--- config.mk ---
export PLATFORM = sky130hd
export DESIGN_NAME = reg_ctrl_sequencer
export DESIGN_NICKNAME = d
export VERILOG_FILES = /design/src/rtl/reg_ctrl_sequencer.sv
export SDC_FILE = /design/constraint.sdc
export NUM_CORES = 1
export LEC_CHECK = 0
export ABC_AREA = 0
export CAP_MARGIN = 20
export CORE_ASPECT_RATIO = 0.8
export CORE_UTILIZATION = 45
export CTS_CLUSTER_DIAMETER = 60
export DETAILED_ROUTE_END_ITERATION = 12
export PLACE_DENSITY = 0.9
export RECOVER_POWER = 25
export SLEW_MARGIN = 30
export SYNTH_ARGS = -nofsm -noshare
export SYNTH_HDL_FRONTEND = slang
export SYNTH_SLANG_ARGS = --single-unit
export TNS_END_PERCENT = 30
--- constraint.sdc ---
create_clock -name clk -period 2.1 [get_ports clk]
set_input_delay 0.42 -clock clk [delete_from_list [all_inputs] [get_ports clk]]
set_output_delay 0.42 -clock clk [all_outputs]
set_load 0.05 [all_outputs]
--- src/rtl/reg_ctrl_sequencer.sv ---
// rtl/reg_ctrl_sequencer.sv - command sequencer driving the datapath register ctrl/data
// Accepts CLEAR/LOAD/INCR/DECR commands and reports the final register value and wrap.
module reg_ctrl_sequencer #(
    parameter int DATA_WIDTH = 8,
    parameter int CNT_WIDTH  = 4
) (
    input  logic                  clk,
    input  logic                  rst,
    input  logic                  cmd_valid,
    output logic                  cmd_ready,
    input  logic [1:0]            cmd_op,
    input  logic [DATA_WIDTH-1:0] cmd_data,
    input  logic [CNT_WIDTH-1:0]  cmd_count,
    input  logic                  abort,
    output logic [2:0]            reg_ctrl,
    output logic [DATA_WIDTH-1:0] reg_data,
    input  logic [DATA_WIDTH-1:0] reg_value,
    output logic                  busy,
    output logic                  done,
    output logic [DATA_WIDTH-1:0] result,
    output logic                  wrap
);

    typedef enum logic [1:0] {ST_IDLE, ST_EXEC, ST_DONE} state_t;

    localparam logic [1:0] OP_CLEAR = 2'b00;
    localparam logic [1:0] OP_LOAD  = 2'b01;
    localparam logic [1:0] OP_INCR  = 2'b10;
    localparam logic [1:0] OP_DECR  = 2'b11;

    localparam logic [2:0] CTRL_NONE = 3'd0;
    localparam logic [2:0] CTRL_CLR  = 3'd1;
    localparam logic [2:0] CTRL_LOAD = 3'd2;
    localparam logic [2:0] CTRL_INCR = 3'd3;
    localparam logic [2:0] CTRL_DECR = 3'd4;

    state_t                state_q, state_d;
    logic [2:0]            reg_ctrl_q, reg_ctrl_d;
    logic [DATA_WIDTH-1:0] reg_data_q, reg_data_d;
    logic                  done_q, done_d;
    logic [DATA_WIDTH-1:0] result_q, result_d;
    logic                  wrap_q, wrap_d;
    logic [CNT_WIDTH-1:0]  step_q, step_d;
    logic [1:0]            op_q, op_d;

    assign cmd_ready = (state_q == ST_IDLE);
    assign busy      = (state_q != ST_IDLE);
    assign reg_ctrl  = reg_ctrl_q;
    assign reg_data  = reg_data_q;
    assign done      = done_q;
    assign result    = result_q;
    assign wrap      = wrap_q;

    always_comb begin
        state_d    = state_q;
        reg_ctrl_d = reg_ctrl_q;
        reg_data_d = reg_data_q;
        done_d     = 1'b0;
        result_d   = result_q;
        wrap_d     = wrap_q;
        step_d     = step_q;
        op_d       = op_q;
        case (state_q)
            ST_IDLE: begin
                if (cmd_valid) begin
                    op_d   = cmd_op;
                    wrap_d = 1'b0;
                    case (cmd_op)
                        OP_CLEAR: begin
                            step_d     = CNT_WIDTH'(1);
                            reg_ctrl_d = CTRL_CLR;
                            state_d    = ST_EXEC;
                        end
                        OP_LOAD: begin
                            step_d     = CNT_WIDTH'(1);
                            reg_ctrl_d = CTRL_LOAD;
                            reg_data_d = cmd_data;
                            state_d    = ST_EXEC;
                        end
                        default: begin
                            // A zero-step INCR/DECR skips EXEC and leaves the register alone.
                            if (cmd_count == '0) begin
                                step_d     = '0;
                                reg_ctrl_d = CTRL_NONE;
                                state_d    = ST_DONE;
                            end else begin
                                step_d     = cmd_count;
                                reg_ctrl_d = (cmd_op == OP_INCR) ? CTRL_INCR : CTRL_DECR;
                                state_d    = ST_EXEC;
                            end
                        end
                    endcase
                end
            end
            ST_EXEC: begin
                step_d = step_q - CNT_WIDTH'(1);
                // reg_value here is the value before this cycle's step lands.
                if ((op_q == OP_INCR && reg_value == {DATA_WIDTH{1'b1}}) ||
                    (op_q == OP_DECR && reg_value == '0)) begin
                    wrap_d = 1'b1;
                end
                if (step_q == CNT_WIDTH'(1) || (abort && op_q[1])) begin
                    step_d     = '0;
                    reg_ctrl_d = CTRL_NONE;
                    state_d    = ST_DONE;
                end
            end
            ST_DONE: begin
                result_d = reg_value;
                done_d   = 1'b1;
                state_d  = ST_IDLE;
            end
            default: begin
                reg_ctrl_d = CTRL_NONE;
                state_d    = ST_IDLE;
            end
        endcase
    end

    always_ff @(posedge clk or negedge rst) begin
        if (!rst) begin
            state_q    <= ST_IDLE;
            reg_ctrl_q <= CTRL_NONE;
            reg_data_q <= '0;
            done_q     <= 1'b0;
            result_q   <= '0;
            wrap_q     <= 1'b0;
            step_q     <= '0;
            op_q       <= OP_CLEAR;
        end else begin
            state_q    <= state_d;
            reg_ctrl_q <= reg_ctrl_d;
            reg_data_q <= reg_data_d;
            done_q     <= done_d;
            result_q   <= result_d;
            wrap_q     <= wrap_d;
            step_q     <= step_d;
            op_q       <= op_d;
        end
    end

endmodule

==> results.yml, run 1 <==
outcome:
  status: "complete, no violations"
layout:
  fin_cells: 217
  antenna_cells: 0
  utilization_pct: 67.6
  areaGrowthSynthToFinish_pct: 43.3
  final_layout_size_suffix_gt1_share_pct: 22.0
  nNetsFinal: 205
clock_tree:
  clock_sinks: 29
  clkSlewWorstSetupHoldPaths_ps: 60
  cts_resized: 0
  htreeDepth: 2
  clk_latency_ps: 270
  cts_tree: "done"
  postCtsHoldBufs: 0
  post-cts-setup-buffers: 0
  clockBufferDepth: 2
  numCtsBuffers: 5
  root_buffer: "clkbuf_8"
sta:
  rsz0062_at_grt: "false"
  worst_pin_slew_ps: 698
  skew_ps: 1.78
  fin_crit_sh_pct: 93.1
  max_freq_mhz: 511
  final_max_slew_viol_count: 0
  report.final.hold_viol_count: 0
  slew_headroom_pct: 53.5
  fin_ws_ps: 145
  fin_crit_ps: 1960
  setup_viol: 0
die:
  num_rows: 18
  core_um2: 3060
  ios: 49
  die-width_um: 65.4
  start_util_pct: 47.2
  die-area_um2: 3440
  die_h_um: 52.7
yosys:
  synth_area_leaders: "dfrtp_1 (50%), mux2_2 (9.4%), mux2_4 (8.3%)"
  synth_edf_count: 0
  netlist_area_um2: 1450
  synth_top_area_share_pct: 50.2
  synth_common_cells: "dfrtp_1 (29), mux2_2 (12), nand2_1 (9)"
  synth_area_per_cell_um2: 11.9
  synth_nets: 149
  synth_seq_cells: 29
  async_flop_share_pct: 100
  yosysSeqAreaShare_pct: 50.2
  synth_most_common_cell: "dfrtp_1"
  netlist_instances: 121
  synth.largest_area_cell: "dfrtp_1"
  synth_cell_types: 38
  yosysWarnings: 0
  synth_top_flop_cell: "dfrtp_1"
routing:
  firstDrtPassIters: 4
  drc: 0
  wl_um: 3130
  first_iter_violations: 22
  final_antenna_net_count: 0
  viasPerCell: 5.29
  wl_per_cell_um: 14.4
  num_vias: 1149
pwr:
  irDropWorstVdd_mv: 1.34
  p_per_area_nw_per_um2: 1710
  power_leakage_nw: 0.911
global_route:
  grt_pass1_vias: 1213
  grt_max_degree: 30
  grtUsageMet2_pct: 34.2
  grt_first_pass_wirelength_um: 5380
  grtUsageTotal_pct: 21.5
  antenna_found_initial: 0
  grt_use_met1_pct: 25.2
  grt-ovfl-total: 0
  grt.busiest_layer: "met2"
  use_met3_pct: 7.61
placed_design:
  gp_congestion: 0.861
  pre_cts_ws_ps: -94.0
  place_inst: 210
  post-dp-hpwl_um: 2330
  numPortBuffers: 48
setup_path:
  worstSetupPathType: "reg -> reg"
  crit_family: "simple AND/OR/NAND/NOR gates"
  timing.rr.start: "step_q[1]"
  max_stage_delay_ps: 480
  crit_chain: "inv_1 -> ha_1 -> or3b_2 -> a32oi_1 -> mux2_2"
  reg2reg_to: "reg_ctrl[0]"
  cpMaxStageDelayCell: "or3b_2"
  critPathBufInv: 1
  cp.arrival_ps: 2110
  crit_path_end_kind: "flop"
  cp.required_ps: 2260
  worstPathMaxFanout: 3
  r2r_setup_slack_ps: 140
  cp-start-kind: "flop"
  worstRegToRegCells: 5
worst_hold_path:
  hp-class: "reg -> reg"
  min_from: "result[3]"
  min_to: "result[3]"
  whs_path_depth: 1
run:
  maxCapViolCount: 0
layout by cell type, fill, tap and decap left out, types with 2 or more instances in the layout:
master / n
clkdlybuf4s50_1: 45
dfrtp_1: 29
mux2_2: 12
nand2_1: 9
mux2_4: 8
inv_1: 7
clkbuf_8: 6
buf_4: 6
nand3_1: 3
nor4_1: 3
o21ai_0: 3
a21oi_1: 3
nor2_1: 3
or2_1: 2
nand2b_1: 2
nor2b_1: 2
nor3_1: 2
nand3b_1: 2
or4_1: 2
o211ai_1: 2
and4b_2: 2
o221ai_1: 2
ha_1: 2
kinds of logic after synthesis:
group / Yosys count / synth area share (%)
simple gates: 40 / 16.7
flops: 29 / 50.2
mux: 21 / 18.4
compound gates: 16 / 7.71
buf+inv: 12 / 4.68
fa+ha+maj: 2 / 1.73
xor+xnor: 1 / 0.606
power by group:
part	total, mW	internal (mW)	switching (mW)
Clock	0.447	0.259	0.188
Sequential	1.01	0.826	0.188
Combinational	2.07	0.861	1.21
registers in the layout (all words and copies together), names as in the netlist:
| register | count |
|---|---|
| reg_data | 8 |
| result | 8 |
| op_q | 2 |
| step_q | 4 |
| done | 1 |
| wrap | 1 |
| state_q | 2 |
| reg_ctrl | 3 |
worst reg2reg max path: stages (launching register included):
cell	delay [ps]
dfrtp_1	400
inv_1	90
ha_1	160
or3b_2	480
a32oi_1	340
mux2_2	380
worst max path at each step:
| stage | startpoint | endpoint | slack [ps] | cells past startpoint |
|---|---|---|---|---|
| detailed placement | cmd_valid | reg_data[7] | -90 | 4 |
| global route | step_q[1] | reg_ctrl[0] | 2 | 5 |
| global placement | cmd_valid | reg_data[1] | -50 | 4 |
| floorplan | step_q[1] | reg_ctrl[0] | 300 | 5 |
| finish | step_q[1] | reg_ctrl[0] | 140 | 5 |
| CTS | step_q[1] | reg_ctrl[0] | 140 | 5 |
layer usage:
metal	share of wire (%)	up-vias
li1	-	545
met1	43	555
met2	47	42
met3	7.6	7
met4	1.9	0
met5	0	-
layout make-up:
cell class | count | area (um^2)
flip-flops and latches | 29 | 726
well taps | 40 | 50.0
multi-input cells | 80 | 652
inverters | 7 | 26.3
repair buffers | 54 | 531
clock buffers | 7 | 86.3
fillers | 235 | 992
stage by stage:
step	TNS, ps	cell area [um^2]	power (mW)	hold slack [ps]
final	0	2070	3.53	504
after global routing	0	2070	3.74	514
after CTS	0	2070	3.57	508
after detailed placement	-698	1990	3.10	493
after global placement	-406	1990	3.05	486
after floorplan	0	1450	2.43	124
(Power assumes the default switching activity.)
==> inputs of run 2 (changes only) <==
--- a/config.mk
+++ b/config.mk
@@ -8,10 +8,10 @@
 export ABC_AREA = 0
 export CAP_MARGIN = 20
 export CORE_ASPECT_RATIO = 0.8
-export CORE_UTILIZATION = 45
+export CORE_UTILIZATION = 38
 export CTS_CLUSTER_DIAMETER = 60
 export DETAILED_ROUTE_END_ITERATION = 12
-export PLACE_DENSITY = 0.9
+export PLACE_DENSITY = 0.8
 export RECOVER_POWER = 25
 export SLEW_MARGIN = 30
 export SYNTH_ARGS = -nofsm -noshare
==> run 2 against run 1 <==
Against the previous run: the flow now finishes with violations (DRC); combinational power rose by 2%; via count rose by 0.96%; non-clock buffer count did not move; global-route usage fell by 3.8 points; critical path depth fell by 1; die area rose by 18%; cell count rose by 1.4%; critical path type is now in -> reg.
==> results.yml, run 2 (synthesis results as in run 1) <==
setup_path:
  cpMaxStageDelayCell: "clkdlybuf4s50_1"
  worstSetupPathType: "in -> reg"
  critPathBufInv: 1
  cp.required_ps: 2260
  r2r_setup_slack_ps: 190
  timing.rr.start: "step_q[1]"
  worstRegToRegCells: 5
  cp-start-kind: "primary input"
  worstPathMaxFanout: 8
  cp.arrival_ps: 2080
  crit_chain: "clkdlybuf4s50_1 -> or3b_1 -> or2_1 -> mux2_4"
  reg2reg_to: "reg_ctrl[0]"
  crit_path_end_kind: "flop"
  crit_path_start: "cmd_valid"
  crit_family: "simple AND/OR/NAND/NOR gates"
  max_stage_delay_ps: 490
layout:
  mostFrequentLayoutCell: "clkdlybuf4s50_1"
  register_area_um2: 726
  multiInputGateArea_um2: 659
  utilization_pct: 58.6
  nNetsFinal: 205
  fin_cells: 220
  fill_cells: 285
  antenna_cells: 0
  final_layout_size_suffix_gt1_share_pct: 21.9
  mostFrequentLayoutCells: "clkdlybuf4s50_1 (45), dfrtp_1 (29), mux2_2 (12), nand2_1 (9), mux2_4 (8)"
  areaGrowthSynthToFinish_pct: 43.5
  fin_area_um2: 2070
placed_design:
  pre_cts_ws_ps: -104
  gp_congestion: 0.899
  place_inst: 212
  dpl_cell_area_um2: 1990
  numPortBuffers: 48
  post-dp-hpwl_um: 2540
worst_hold_path:
  min_from: "wrap"
  hp-class: "reg -> reg"
  whs_path_depth: 2
  min_to: "wrap"
clock_tree:
  clk_latency_ps: 270
  cts_tree: "done"
  htreeDepth: 2
  clkSlewWorstSetupHoldPaths_ps: 60
  clockBufferDepth: 2
  clock_sinks: 29
  numCtsBuffers: 5
  root_buffer: "clkbuf_8"
die:
  ios: 49
  start_util_pct: 40.8
  num_rows: 19
  die_h_um: 57.2
  core_um2: 3540
  die-area_um2: 4060
  die-width_um: 70.9
pwr:
  p_per_area_nw_per_um2: 1720
  power_leakage_nw: 0.908
  irDropWorstVdd_mv: 1.13
  internal_power_mw: 1.93
  total_power_mw: 3.57
  combPwrFrac_pct: 59.1
  p_clk_share_pct: 12.2
  p_sw_mw: 1.64
  netSwitchingFraction_pct: 45.9
  seqPwrFrac_pct: 28.7
sta:
  fin_ws_ps: 175
  final_max_slew_viol_count: 0
  setup_viol: 0
  worst_pin_slew_ps: 702
  fin_crit_ps: 1920
  slew_headroom_pct: 53.2
  skew_ps: 2.89
  report.final.hold_viol_count: 0
  setup_tns_ps: 0
  rsz0062_at_grt: "false"
  fin_crit_sh_pct: 91.7
  fin_hold_ws_ps: 504
  max_freq_mhz: 520
outcome:
  violations: "DRC"
  status: "complete, but fails checks"
routing:
  wl_per_cell_um: 15.3
  drc: 4
  viasPerCell: 5.27
  first_iter_violations: 67
  firstDrtPassIters: 8
  final_antenna_net_count: 0
  wl_um: 3370
  num_vias: 1160
global_route:
  grt_max_degree: 30
  grt-ovfl-total: 0
  grt_first_pass_wirelength_um: 5460
  grtUsageTotal_pct: 17.7
  grt_pass1_vias: 1129
  antenna_found_initial: 0
run:
  maxCapViolCount: 0
-- run 2: final cells by class --
| class | instances | area share, % |
|---|---|---|
| Timing Repair Buffer | 54 | 25.6 |
| Tap cell | 42 | 2.53 |
| Inverter | 7 | 1.27 |
| Multi-Input combinational cell | 80 | 31.8 |
| Sequential cell | 29 | 35.0 |
| Clock buffer | 8 | 3.86 |
-- run 2: worst reg2reg max path: cells and delay by family, from the launching register on --
kind | cells | cell delay [ps]
DFF | 1 | 390
muxes | 1 | 370
buffers and inverters | 1 | 90
and+or+nand+nor | 1 | 500
adders and majority gates | 1 | 160
AOI/OAI and AO/OA | 1 | 280
-- run 2: metal layers --
layer	routed length, um	GRT usage [%]	vias to the layer above
li1	-	-	544
met1	1490	22.8	575
met2	1690	28.8	34
met3	149	4.24	7
met4	42	7.43	0
met5	0	0	-
-- run 2: repair_timing --
action	in CTS	in global routing
setup buffers	0	0
resized for setup	0	1
endpoints found under the setup margin	0	2
hold buffers	0	0
-- run 2: how the worst max path moves through the flow --
stage | end | slack [ps] | cells past startpoint
final | reg_data[1] | 180 | 4
after global routing | reg_ctrl[0] | 60 | 5
after CTS | reg_ctrl[0] | 110 | 5
after detailed placement | reg_data[1] | -100 | 4
after global placement | reg_data[3] | -70 | 4
after floorplan | reg_ctrl[0] | 300 | 5
-- run 2: power groups by stage --
| stage | logic, mW | registers [mW] | clock network, mW |
|---|---|---|---|
| 4_1_cts | 2.10 | 1.02 | 0.441 |
| 3_5_place_dp | 2.10 | 1.03 | 0 |
| 2_1_floorplan | 0.786 | 1.65 | 0 |
| 5_1_grt | 2.22 | 1.06 | 0.471 |
| 6_report | 2.11 | 1.02 | 0.435 |
| 3_3_place_gp | 2.05 | 1.01 | 0 |
==> inputs of run 3 (changes only) <==
--- a/config.mk
+++ b/config.mk
@@ -11,9 +11,8 @@
 export CORE_UTILIZATION = 38
 export CTS_CLUSTER_DIAMETER = 60
 export DETAILED_ROUTE_END_ITERATION = 12
-export PLACE_DENSITY = 0.8
+export PLACE_DENSITY = 0.69
 export RECOVER_POWER = 25
-export SLEW_MARGIN = 30
 export SYNTH_ARGS = -nofsm -noshare
 export SYNTH_HDL_FRONTEND = slang
 export SYNTH_SLANG_ARGS = --single-unit
==> constraint.sdc (replaced) <==
create_clock -name clk -period 2.05 [get_ports clk]
set_input_delay 0.41 -clock clk [delete_from_list [all_inputs] [get_ports clk]]
set_output_delay 0.41 -clock clk [all_outputs]
set_load 0.05 [all_outputs]
==> run 3 against run 2 <==
Against the previous run: the flow now finishes without violations; clock skew increased by 6.1 ps; critical path depth is 1 higher; clock power is 1% higher; global-route usage grew 0.63 points; clock-buffer cell count unchanged; worst hold slack lost 8.7 ps; sequential share of layout area down 0.46 points; first-iteration DRC count rose by 1.5%; power is 3.9% higher; largest power group unchanged.
==> results.yml, run 3 (synthesis results as in run 1) <==
worst_hold_path:
  whs_path_depth: 2
  hp-class: "reg -> reg"
layout:
  nNetsFinal: 207
  mostFrequentLayoutCells: "clkdlybuf4s50_1 (45), dfrtp_1 (29), mux2_2 (12), nand2_1 (9), mux2_4 (8)"
  antenna_cells: 0
  areaGrowthSynthToFinish_pct: 45.5
  final_layout_size_suffix_gt1_share_pct: 22.8
  fill_cells: 280
  utilization_pct: 59.3
  mostFrequentLayoutCell: "clkdlybuf4s50_1"
setup_path:
  crit_chain: "inv_1 -> ha_1 -> or3b_2 -> a32oi_2 -> mux2_2"
  worstRegToRegCells: 5
  cp.required_ps: 2210
  max_stage_delay_ps: 500
  worstSetupPathType: "reg -> reg"
  cp.depth: 5
  worstPathMaxFanout: 3
  critPathBufInv: 1
  crit_path_end_kind: "flop"
  cp-start-kind: "flop"
  r2r_setup_slack_ps: 120
  cp.arrival_ps: 2090
  crit_family: "simple AND/OR/NAND/NOR gates"
  cpMaxStageDelayCell: "or3b_2"
clock_tree:
  htreeDepth: 2
  clkSlewWorstSetupHoldPaths_ps: 60
  numCtsBuffers: 5
  cts_tree: "done"
  postCtsHoldBufs: 0
  clock_sinks: 29
  root_buffer: "clkbuf_8"
  clockBufferDepth: 2
  post-cts-setup-buffers: 0
  clk_latency_ps: 280
global_route:
  grtUsageTotal_pct: 18.3
  grt_pass1_vias: 1194
  grt-ovfl-total: 0
  grt_max_degree: 30
  antenna_found_initial: 0
  grt_first_pass_wirelength_um: 5580
routing:
  wl_um: 3330
  first_iter_violations: 68
  final_antenna_net_count: 0
  num_vias: 1163
  firstDrtPassIters: 6
  wl_per_cell_um: 15.0
  drc: 0
  viasPerCell: 5.24
sta:
  max_freq_mhz: 518
  fin_hold_ws_ps: 496
  fin_crit_sh_pct: 94.1
  final_max_slew_viol_count: 0
  skew_ps: 8.99
  worst_pin_slew_ps: 728
  setup_viol: 0
  fin_crit_ps: 1930
  slew_headroom_pct: 51.5
  rsz0062_at_grt: "false"
  report.final.hold_viol_count: 0
pwr:
  p_per_area_nw_per_um2: 1760
  total_power_mw: 3.71
  power_leakage_nw: 0.922
  irDropWorstVdd_mv: 0.997
die:
  start_util_pct: 40.8
  core_um2: 3540
  die-width_um: 70.9
  die-area_um2: 4060
  ios: 49
  die_h_um: 57.2
  num_rows: 19
placed_design:
  numPortBuffers: 48
  post-dp-hpwl_um: 2560
  gp_congestion: 0.889
run:
  maxCapViolCount: 0
outcome:
  status: "complete, no violations"
==> run 3: cell count changes in the layout (fill, tap and decap cells not counted) <==
cell | previous run | this run
buf_4 | 6 | 7
buf_12 | 1 | 2
==> run 3: per-stage QoR <==
stage | setup WS [ps] | cell area [um^2] | std cells | TNS [ps]
after floorplan | 254 | 1450 | 121 | 0
after global placement | -106 | 2020 | 214 | -843
after detailed placement | -146 | 2020 | 214 | -1150
after CTS | 40.7 | 2100 | 222 | 0
after global routing | 68.0 | 2100 | 222 | 0
final | 121 | 2100 | 222 | 0
==> run 3: worst paths after layout <==
check | from | end
worst max register to register | step_q[1] | reg_ctrl[2]
max in group asynchronous | rst | result[4]
worst max-delay path | step_q[1] | reg_ctrl[2]
min in group asynchronous | rst | step_q[1]
worst min-delay path | wrap | wrap
worst min register to register | wrap | wrap
==> run 3: where the power goes <==
part | internal [mW] | switching [mW]
Clock | 0.240 | 0.200
Sequential | 0.847 | 0.186
Combinational | 0.939 | 1.29
==> run 3: layout make-up <==
class	instances	area [um^2]	area share (%)
inverter	7	26.3	1.25
timing repair buffer	56	558	26.5
tap	42	52.6	2.50
clock buffer	8	80.1	3.81
multi-input combinational	80	659	31.4
sequential	29	726	34.5
==> run 3: routing by layer <==
layer | global-route usage (%) | routed length (um) | vias to the layer above
met5 | 0 | 0 | -
met4 | 6.86 | 51 | 0
met3 | 6.54 | 207 | 6
met2 | 29.5 | 1570 | 37
met1 | 22.8 | 1500 | 572
li1 | - | - | 548
==> run 3: repair_timing <==
action                                 in CTS  in global routing
resized for setup                           0                  1
setup endpoints to repair                   0                  2
endpoints found under the hold margin       0                  0
==> run 3: worst min-delay path, delay by kind of cell (launching register included) <==
family / cells / cell delay [ps]
compound gates: 1 / 70
flops: 1 / 340
simple gates: 1 / 50
